File: config.mk
export PLATFORM = sky130hd
export DESIGN_NAME = tpu_tile_sequencer
export DESIGN_NICKNAME = d
export VERILOG_FILES = /design/src/rtl/tpu_tile_sequencer.sv
export SDC_FILE = /design/constraint.sdc
export NUM_CORES = 1
export LEC_CHECK = 0
export CAP_MARGIN = 25
export CORE_UTILIZATION = 60
export CTS_CLUSTER_SIZE = 14
export DETAILED_ROUTE_END_ITERATION = 10
export GPL_TIMING_DRIVEN = 1
export PLACE_DENSITY = 0.86
export SLEW_MARGIN = 10
export SYNTH_ARGS = -nofsm -noshare
export SYNTH_HDL_FRONTEND = slang
export SYNTH_SLANG_ARGS = --single-unit
export TNS_END_PERCENT = 20
File: constraint.sdc
create_clock -name clk -period 5.45 [get_ports clk]
set_clock_uncertainty 0.05 [all_clocks]
set_input_delay 0.545 -clock clk [delete_from_list [all_inputs] [get_ports clk]]
set_output_delay 0.545 -clock clk [all_outputs]
set_load 0.005 [all_outputs]
File: src/rtl/tpu_tile_sequencer.sv
// Job sequencer for the systolic TPU tile: weight select/reload, UB row streaming, delayed result writes.
// Optional busy-cycle counter output perf_cycles is enabled by defining TPU_SEQ_PERF_CNT_EN.
module tpu_tile_sequencer #(
  parameter int ADDRESSSIZE = 10,
  parameter int WADDR_BW    = 2,
  parameter int PIPE_LAT    = 32
) (
  input  logic                   clk,
  input  logic                   rstn,
  input  logic                   start,
  input  logic                   abort,
  input  logic [ADDRESSSIZE-1:0] num_rows,
  input  logic [ADDRESSSIZE-1:0] ub_base,
  input  logic [ADDRESSSIZE-1:0] res_base,
  input  logic [WADDR_BW-1:0]    weight_sel,
  output logic                   busy,
  output logic                   done,
  output logic [WADDR_BW-1:0]    weight_addr,
  output logic                   we_rl,
  output logic                   ub_rd_en,
  output logic [ADDRESSSIZE-1:0] ub_addr,
  output logic                   res_we,
  output logic [ADDRESSSIZE-1:0] res_addr
`ifdef TPU_SEQ_PERF_CNT_EN
  ,
  output logic [31:0]            perf_cycles
`endif
);

  localparam int CW = ADDRESSSIZE + 1;
  localparam int XW = ADDRESSSIZE + 2;
  localparam logic [CW-1:0]          PL_C = CW'(PIPE_LAT);
  localparam logic [XW-1:0]          PL_X = XW'(PIPE_LAT);
  localparam logic [ADDRESSSIZE-1:0] PL_A = ADDRESSSIZE'(PIPE_LAT);

  typedef enum logic [2:0] {
    S_IDLE, S_WADDR, S_WLOAD, S_STREAM, S_DRAIN, S_DONE
  } state_t;

  state_t                 state_q, state_d;
  logic [CW-1:0]          cyc_q, cyc_d;
  logic [ADDRESSSIZE-1:0] rows_q, rows_d;
  logic [ADDRESSSIZE-1:0] ub_base_q, ub_base_d;
  logic [ADDRESSSIZE-1:0] res_base_q, res_base_d;
  logic                   busy_q, busy_d;
  logic                   done_q, done_d;
  logic [WADDR_BW-1:0]    weight_addr_q, weight_addr_d;
  logic                   we_rl_q, we_rl_d;
  logic                   ub_rd_en_q, ub_rd_en_d;
  logic [ADDRESSSIZE-1:0] ub_addr_q, ub_addr_d;
  logic                   res_we_q, res_we_d;
  logic [ADDRESSSIZE-1:0] res_addr_q, res_addr_d;

  logic accept, kill, last_rd, last_wr, in_win;

  always_comb begin
    state_d    = state_q;
    cyc_d      = cyc_q;
    rows_d     = rows_q;
    ub_base_d  = ub_base_q;
    res_base_d = res_base_q;
    accept     = (state_q == S_IDLE) && start;
    kill       = (state_q != S_IDLE) && abort;
    last_rd    = (cyc_q == ({1'b0, rows_q} - CW'(1)));
    // Last write happens at cyc == PIPE_LAT + rows - 1; compared with one spare bit.
    last_wr    = ({1'b0, cyc_q} + XW'(1)) == (PL_X + {2'b00, rows_q});

    unique case (state_q)
      S_IDLE: begin
        if (start) begin
          state_d    = S_WADDR;
          rows_d     = num_rows;
          ub_base_d  = ub_base;
          res_base_d = res_base;
        end
      end
      S_WADDR: state_d = S_WLOAD;
      S_WLOAD: begin
        cyc_d   = '0;
        state_d = (rows_q == '0) ? S_DONE : S_STREAM;
      end
      S_STREAM: begin
        cyc_d = cyc_q + CW'(1);
        if (last_rd) state_d = S_DRAIN;
      end
      S_DRAIN: begin
        cyc_d = cyc_q + CW'(1);
        if (last_wr) state_d = S_DONE;
      end
      S_DONE:  state_d = S_IDLE;
      default: state_d = S_IDLE;
    endcase

    if (kill) begin
      state_d = S_IDLE;
      cyc_d   = '0;
    end
  end

  // Outputs are registered, decoded from the next state so they align with it.
  always_comb begin
    busy_d        = (state_d != S_IDLE);
    done_d        = (state_d == S_DONE);
    we_rl_d       = (state_d == S_WLOAD);
    ub_rd_en_d    = (state_d == S_STREAM);
    ub_addr_d     = ub_rd_en_d ? (ub_base_q + cyc_d[ADDRESSSIZE-1:0]) : '0;
    in_win        = ((state_d == S_STREAM) || (state_d == S_DRAIN)) &&
                    (cyc_d >= PL_C) &&
                    ({1'b0, cyc_d} < (PL_X + {2'b00, rows_q}));
    res_we_d      = in_win;
    res_addr_d    = in_win ? (res_base_q + (cyc_d[ADDRESSSIZE-1:0] - PL_A)) : '0;
    weight_addr_d = weight_addr_q;
    if (kill)        weight_addr_d = '0;
    else if (accept) weight_addr_d = weight_sel;
  end

  always_ff @(posedge clk or negedge rstn) begin
    if (!rstn) begin
      state_q       <= S_IDLE;
      cyc_q         <= '0;
      rows_q        <= '0;
      ub_base_q     <= '0;
      res_base_q    <= '0;
      busy_q        <= 1'b0;
      done_q        <= 1'b0;
      weight_addr_q <= '0;
      we_rl_q       <= 1'b0;
      ub_rd_en_q    <= 1'b0;
      ub_addr_q     <= '0;
      res_we_q      <= 1'b0;
      res_addr_q    <= '0;
    end else begin
      state_q       <= state_d;
      cyc_q         <= cyc_d;
      rows_q        <= rows_d;
      ub_base_q     <= ub_base_d;
      res_base_q    <= res_base_d;
      busy_q        <= busy_d;
      done_q        <= done_d;
      weight_addr_q <= weight_addr_d;
      we_rl_q       <= we_rl_d;
      ub_rd_en_q    <= ub_rd_en_d;
      ub_addr_q     <= ub_addr_d;
      res_we_q      <= res_we_d;
      res_addr_q    <= res_addr_d;
    end
  end

  assign busy        = busy_q;
  assign done        = done_q;
  assign weight_addr = weight_addr_q;
  assign we_rl       = we_rl_q;
  assign ub_rd_en    = ub_rd_en_q;
  assign ub_addr     = ub_addr_q;
  assign res_we      = res_we_q;
  assign res_addr    = res_addr_q;

`ifdef TPU_SEQ_PERF_CNT_EN
  logic [31:0] perf_q, perf_d;

  // Counts each cycle busy was high; cleared on accept, held after the job ends.
  always_comb begin
    perf_d = perf_q;
    if (accept)                        perf_d = '0;
    else if (busy_q && (perf_q != '1)) perf_d = perf_q + 32'd1;
  end

  always_ff @(posedge clk or negedge rstn) begin
    if (!rstn) perf_q <= '0;
    else       perf_q <= perf_d;
  end

  assign perf_cycles = perf_q;
`endif

endmodule

# Word level (Yosys, flattened, before mapping)
# Cells that the tools add are included.
# word_totals
regBits	71
input_bits	36
output_inout_bits	27
wordCells	56
# op_classes
addsub	7
n_lt_le_gt_ge	2
n_eq_ne	10
muxes	12
reduce_logical	12
# op_table
op	n
$pmux W11 S2	1
$add A10 B10 Y10	2
$mux W10	2
$mux W3	5
$pmux W3 S5	1
$add A11 B1 Y12 const B	1
$eq A12 B12 Y1	1
$eq A3 B2 Y1 const B	4
$add A11 B1 Y11 const B	1
$add A6 B10 Y11 const A	1
$eq A11 B11 Y1	1
$ge A11 B6 Y1 const B	1
$lt A11 B11 Y1	1
$mux W11	1
$sub A10 B1 Y11 const B	1
$logic_not A10 Y1	1
$sub A10 B6 Y10 const B	1
$eq A3 B3 Y1 const B	3
$reduce_bool A3 Y1	2
$logic_and A1 B1 Y1	4
$mux W2	2
$eq A3 B1 Y1 const B	1
$logic_not A3 Y1	1
$reduce_and A2 Y1	1
other kinds (3)	3

# Longest topological paths before layout
# logic_depth
ltp_word	10
depth_mapped	18
depth_no_buf	17

# Worst setup path after synthesis
# OpenSTA, ideal clock, no wires.
# synth_path
kind	register -> register
start	register state_q[2]
end	register res_addr_q[9] (netlist: res_addr[9])
setup_time_ns	0.088
arrival_ns	3.437
required_ns	5.312
slack_ns	1.874
path_stages_with_launch	19
n_path_buf	2
period_less_slack_ns	3.576
cell_sequence	dfrtp_1 clkbuf_1 nor3b_1 nor2_1 clkbuf_1 o21ai_0 a21oi_1 nor2_1 ha_1 inv_1 fa_1 nor2b_1 o21ai_0 a21oi_1 o21ai_0 nand2b_1 a31oi_1 xnor2_1 nor3b_1
# synth_between
elab_chain_len	8
word_cells_on_any_way	25
classes_between	add/sub: 2; order compare: 2; eq/ne: 6; mux: 8; reduce/logical: 7
# synth_lines
item	line_no	source
start: declaration	40	state_t state_q, state_d;
start signal: assignment	133	state_q <= state_d;
$eq A3 B3 Y1 or $eq A3 B2 Y1 (tied branches)	68	unique case (state_q)
$reduce_or A2 Y1 (no line)	-	
$pmux W11 S2	68	
$mux W11 (*)	94	if (kill) begin
net cyc_d[2]	41	logic [CW-1:0] cyc_q, cyc_d;
branches (longest 3 deep; another with $sub A10 B6 Y10)	-	
$mux W10 (*)	111	res_addr_d = in_win ? (res_base_q + (cyc_d[ADDRESSSIZE-1:0] - PL_A)) : '0;
net res_addr_d[9]	52	logic [ADDRESSSIZE-1:0] res_addr_q, res_addr_d;
end signal: assignment	145	res_addr_q <= res_addr_d;
end: declaration	52	
# Mark *: on every way through the listed nets, which the timed path passes.
# A chain may end at the register's enable or synchronous reset.

# Worst setup path in the final report
# layout_path
start	register state_q[2]
end	register res_addr_q[3] (netlist: res_addr[3])
# layout_between
elab_chain_len	8
word_cells_on_any_way	25
classes_between	add/sub: 2; order compare: 2; eq/ne: 6; mux: 8; reduce/logical: 7
# layout_lines
item	line_no	source
$eq A3 B3 Y1 or $eq A3 B2 Y1 (tied branches)	68	
$reduce_or A2 Y1 (no line)	-	
$pmux W11 S2	68	
$mux W11 (*)	94	
net cyc_d[4]	41	
$ge A11 B6 Y1	108	(cyc_d >= PL_C) &&
$logic_and A1 B1 Y1	107	in_win = ((state_d == S_STREAM) || (state_d == S_DRAIN)) &&
$logic_and A1 B1 Y1 (*)	108	
$mux W10 (*)	111	
net res_addr_d[3]	52	
# Mark *: on every way through the listed nets, which the timed path passes. The rest lies on a longest branch.

==> flow_metrics.tcl <==
set metrics [dict create \
    die_height_um 89.1 \
    slowest_delay_ns 0.72 \
    synth_nets 553 \
    cp_top_family "simple AND/OR/NAND/NOR gates" \
    startpoint "state_q[2]" \
    grt-ovfl-total 0 \
    powerDensity_nw_per_um2 429 \
    cts_tree "built" \
    synth.area.top_cells "dfrtp_1, ha_1, mux2_2, xnor2_1, o21ai_0" \
    ys_seq_area_share_pct 39.0 \
    synth_cells 475 \
    synth_enable_flop_cells 0 \
    crit_path_end_kind "flip-flop" \
    period_share_pct 80.9 \
    num-nets-final 611 \
    die_area_um2 7940 \
    grt_pass1_vias 3714 \
    cp_max_fo 12 \
    cts_made_buffers 9 \
    synth_cell_type_count 59 \
    ioPinCount 63 \
    r2r-end "res_addr[3]" \
    die_w_um 89.1 \
    total_power_w 0.00235 \
    rsz0062_at_grt "no" \
    wire_per_inst_um 17.3 \
    cap_violations 0 \
    synth_top_area_share_pct 39.0 \
    syn_to_final_growth_pct 20.3 \
    timing.final.ws_setup_ns 1.04 \
    critPathArrivalTime_ns 4.62 \
    drive_gt1_share_pct 9.85 \
    tns_ns 0 \
    hold_buffers 0 \
    syn_area_um2 4550 \
    final_max_slew_viol_count 0 \
    setup_viol 0 \
    synth-seq-cells 71 \
    grtUsageTotal_pct 30.0 \
    dp.final_hpwl_mm 8.21 \
    critPathKind "reg -> reg" \
    grt_max_degree 72 \
    status "completed" \
    cts_max_path_buffers 2 \
    cts_sinks 71 \
    firstDrtPassIters 5 \
    worstPathRequired_ns 5.66 \
    clkTransAtPathRegs_ns 0.09 \
    multi_input_comb_area_um2 2560 \
    cp_num_buf_inv 0 \
    drc 0 \
    drt_iter0_markers 366 \
    initial_core_util_pct 62.5 \
    hold_ws_ns 0.329 \
    fillers 528 \
    rr_startpoint "state_q[2]" \
    port_buffers 62 \
    min_path_type "in -> async" \
    crit_end "res_addr[3]" \
    via_count 3773 \
    worst_slew_pin_slew_ns 0.905 \
    worstSetupPathDepth 13 \
    crit_path_start_kind "flip-flop" \
    clk_latency_ns 0.36 \
    rows 31 \
    synth_top_cell_by_area "dfrtp_1" \
    slowest_stage "a21oi_1" \
    regArea_um2 1780 \
    period_minus_slack_ns 4.41 \
    cellLeakagePower_nw 2.47 \
    antenna_cells 0 \
    place_ws_ns 1.16 \
    synthFlopType "dfrtp_1" \
    r2r_slack_ns 1.04 \
    grt_pass1_wl_mm 17.7 \
    slew_headroom_pct 39.7 \
    path_cells "nor3b_1 -> nor2_1 -> nor3_1 -> a21oi_1 -> nor2_1 -> ha_1 -> a21o_1 -> a21o_1 -> a211oi_1 -> o21a_1 -> o2111ai_1 -> a21oi_1 -> nor4b_4" \
    core-area_um2 7290 \
    reg2reg_depth 13 \
    hold_viol 0 \
    antenna_found_initial 0 \
    wl_mm 11.0 \
    fmax_mhz 227 \
    htree_levels 3 \
    drtAntennaViolNets 0 \
    post_drt_via_cell_ratio 5.92 \
    postSynth.asyncResetShare_pct 100 \
    ys_warn_count 0 \
    synth.avg_cell_area_um2 9.59 \
    cts-resized-gates 0 \
    post_cts_buffers 0 \
    ir_drop_v 0.000278 \
    clock-root-buffer "clkbuf_8" \
    gp_congestion 0.938 \
]
==> per-layer routing <==
layer,global-route usage (%),part of all wire (%),up-vias
li1,-,-,1787
met4,13.1,2.8,0
met5,0,0,-
met1,37.8,42,1810
met3,6.93,5.8,26
met2,49.5,49,150
==> worst min-delay path by stage <==
stage	from	endpoint	slack, ns	cells past startpoint
after CTS	rstn	state_q[2]	0.38	2
after global placement	res_base_q[3]	res_base_q[3]	0.44	1
after floorplan	rstn	busy	0.20	0
final	rstn	rows_q[9]	0.33	2
after detailed placement	ub_base_q[0]	ub_base_q[0]	0.46	1
after global routing	rstn	rows_q[6]	0.42	2
==> kinds of logic (layout without fill, tap and decap cells) <==
logic type,Yosys count,after routing,share of synthesized area [%]
simple gates,147,147,17.6
compound gates,101,101,14.1
flops,71,71,39.0
buf+inv,54,117,4.84
fa+ha+maj,42,42,11.9
xor+xnor,40,40,7.69
mux,20,20,4.95
==> report_power, final <==
part	total (W)	internal, W	switching, W
Clock	0.000483	0.000263	0.000220
Sequential	0.000815	0.000664	0.000151
Combinational	0.00105	0.000494	0.000557
Total	0.00235	0.00142	0.000928
==> sequential cells by signal, indices dropped and copies added, names as in the netlist <==
register     cells
ub_rd_en         1
rows_q          10
res_base_q      10
res_addr        10
state_q          3
cyc_q           11
ub_addr         10
res_we           1
we_rl            1
busy             1
weight_addr      2
ub_base_q       10
done             1
==> layout by cell type, fill, tap and decap left out, types with 3 or more instances in the layout <==
| cell type | netlist | final |
|---|---|---|
| nor2b_1 | 7 | 7 |
| or2_2 | 3 | 3 |
| a31oi_1 | 3 | 3 |
| a21oi_1 | 19 | 19 |
| xor2_1 | 15 | 15 |
| nand2b_1 | 5 | 5 |
| clkbuf_8 | 0 | 9 |
| clkdlybuf4s50_1 | 0 | 61 |
| and2_1 | 11 | 11 |
| ha_1 | 40 | 40 |
| nor4_1 | 3 | 3 |
| nor3b_1 | 7 | 7 |
| dfrtp_1 | 71 | 71 |
| nand2_1 | 38 | 38 |
| o21ai_0 | 35 | 35 |
| o22ai_1 | 5 | 5 |
| xnor2_1 | 25 | 25 |
| nor2_1 | 27 | 27 |
| a21o_1 | 8 | 8 |
| mux2_2 | 20 | 20 |
| o21a_1 | 4 | 4 |
| or3_1 | 4 | 4 |
| nand4_1 | 6 | 6 |
| nor3_1 | 12 | 11 |
| inv_1 | 33 | 33 |
| o211a_1 | 3 | 3 |
| buf_4 | 0 | 5 |
| and3_1 | 4 | 4 |
| inv_6 | 0 | 3 |
| nand3_1 | 8 | 8 |
==> area by class of cell <==
type	instances	share of cell area (%)
flip-flops and latches	71	32.4
repair buffers	68	12.1
well taps	99	2.26
inverters	33	2.26
clock inverters	7	1.87
multi-input cells	350	46.8
clock buffers	9	2.26
==> through the flow <==
step,util (%),std cells,area [um^2]
after floorplan,-,475,4550
after global placement,71.9,620,5240
after detailed placement,71.9,620,5240
after CTS,75.0,636,5470
after global routing,75.1,637,5480
final,75.1,637,5480
==> cells in the mapped netlist, types with 6 or more instances <==
cell      number
nand4_1        6
inv_1         33
xor2_1        15
nor3b_1        7
nor2_1        27
a21oi_1       19
mux2_2        20
nand2_1       38
nor3_1        12
nand3_1        8
a21o_1         8
nor2b_1        7
o21ai_0       35
and2_1        11
dfrtp_1       71
clkbuf_1      17
ha_1          40
xnor2_1       25
Power figures use the tool's default switching activity.
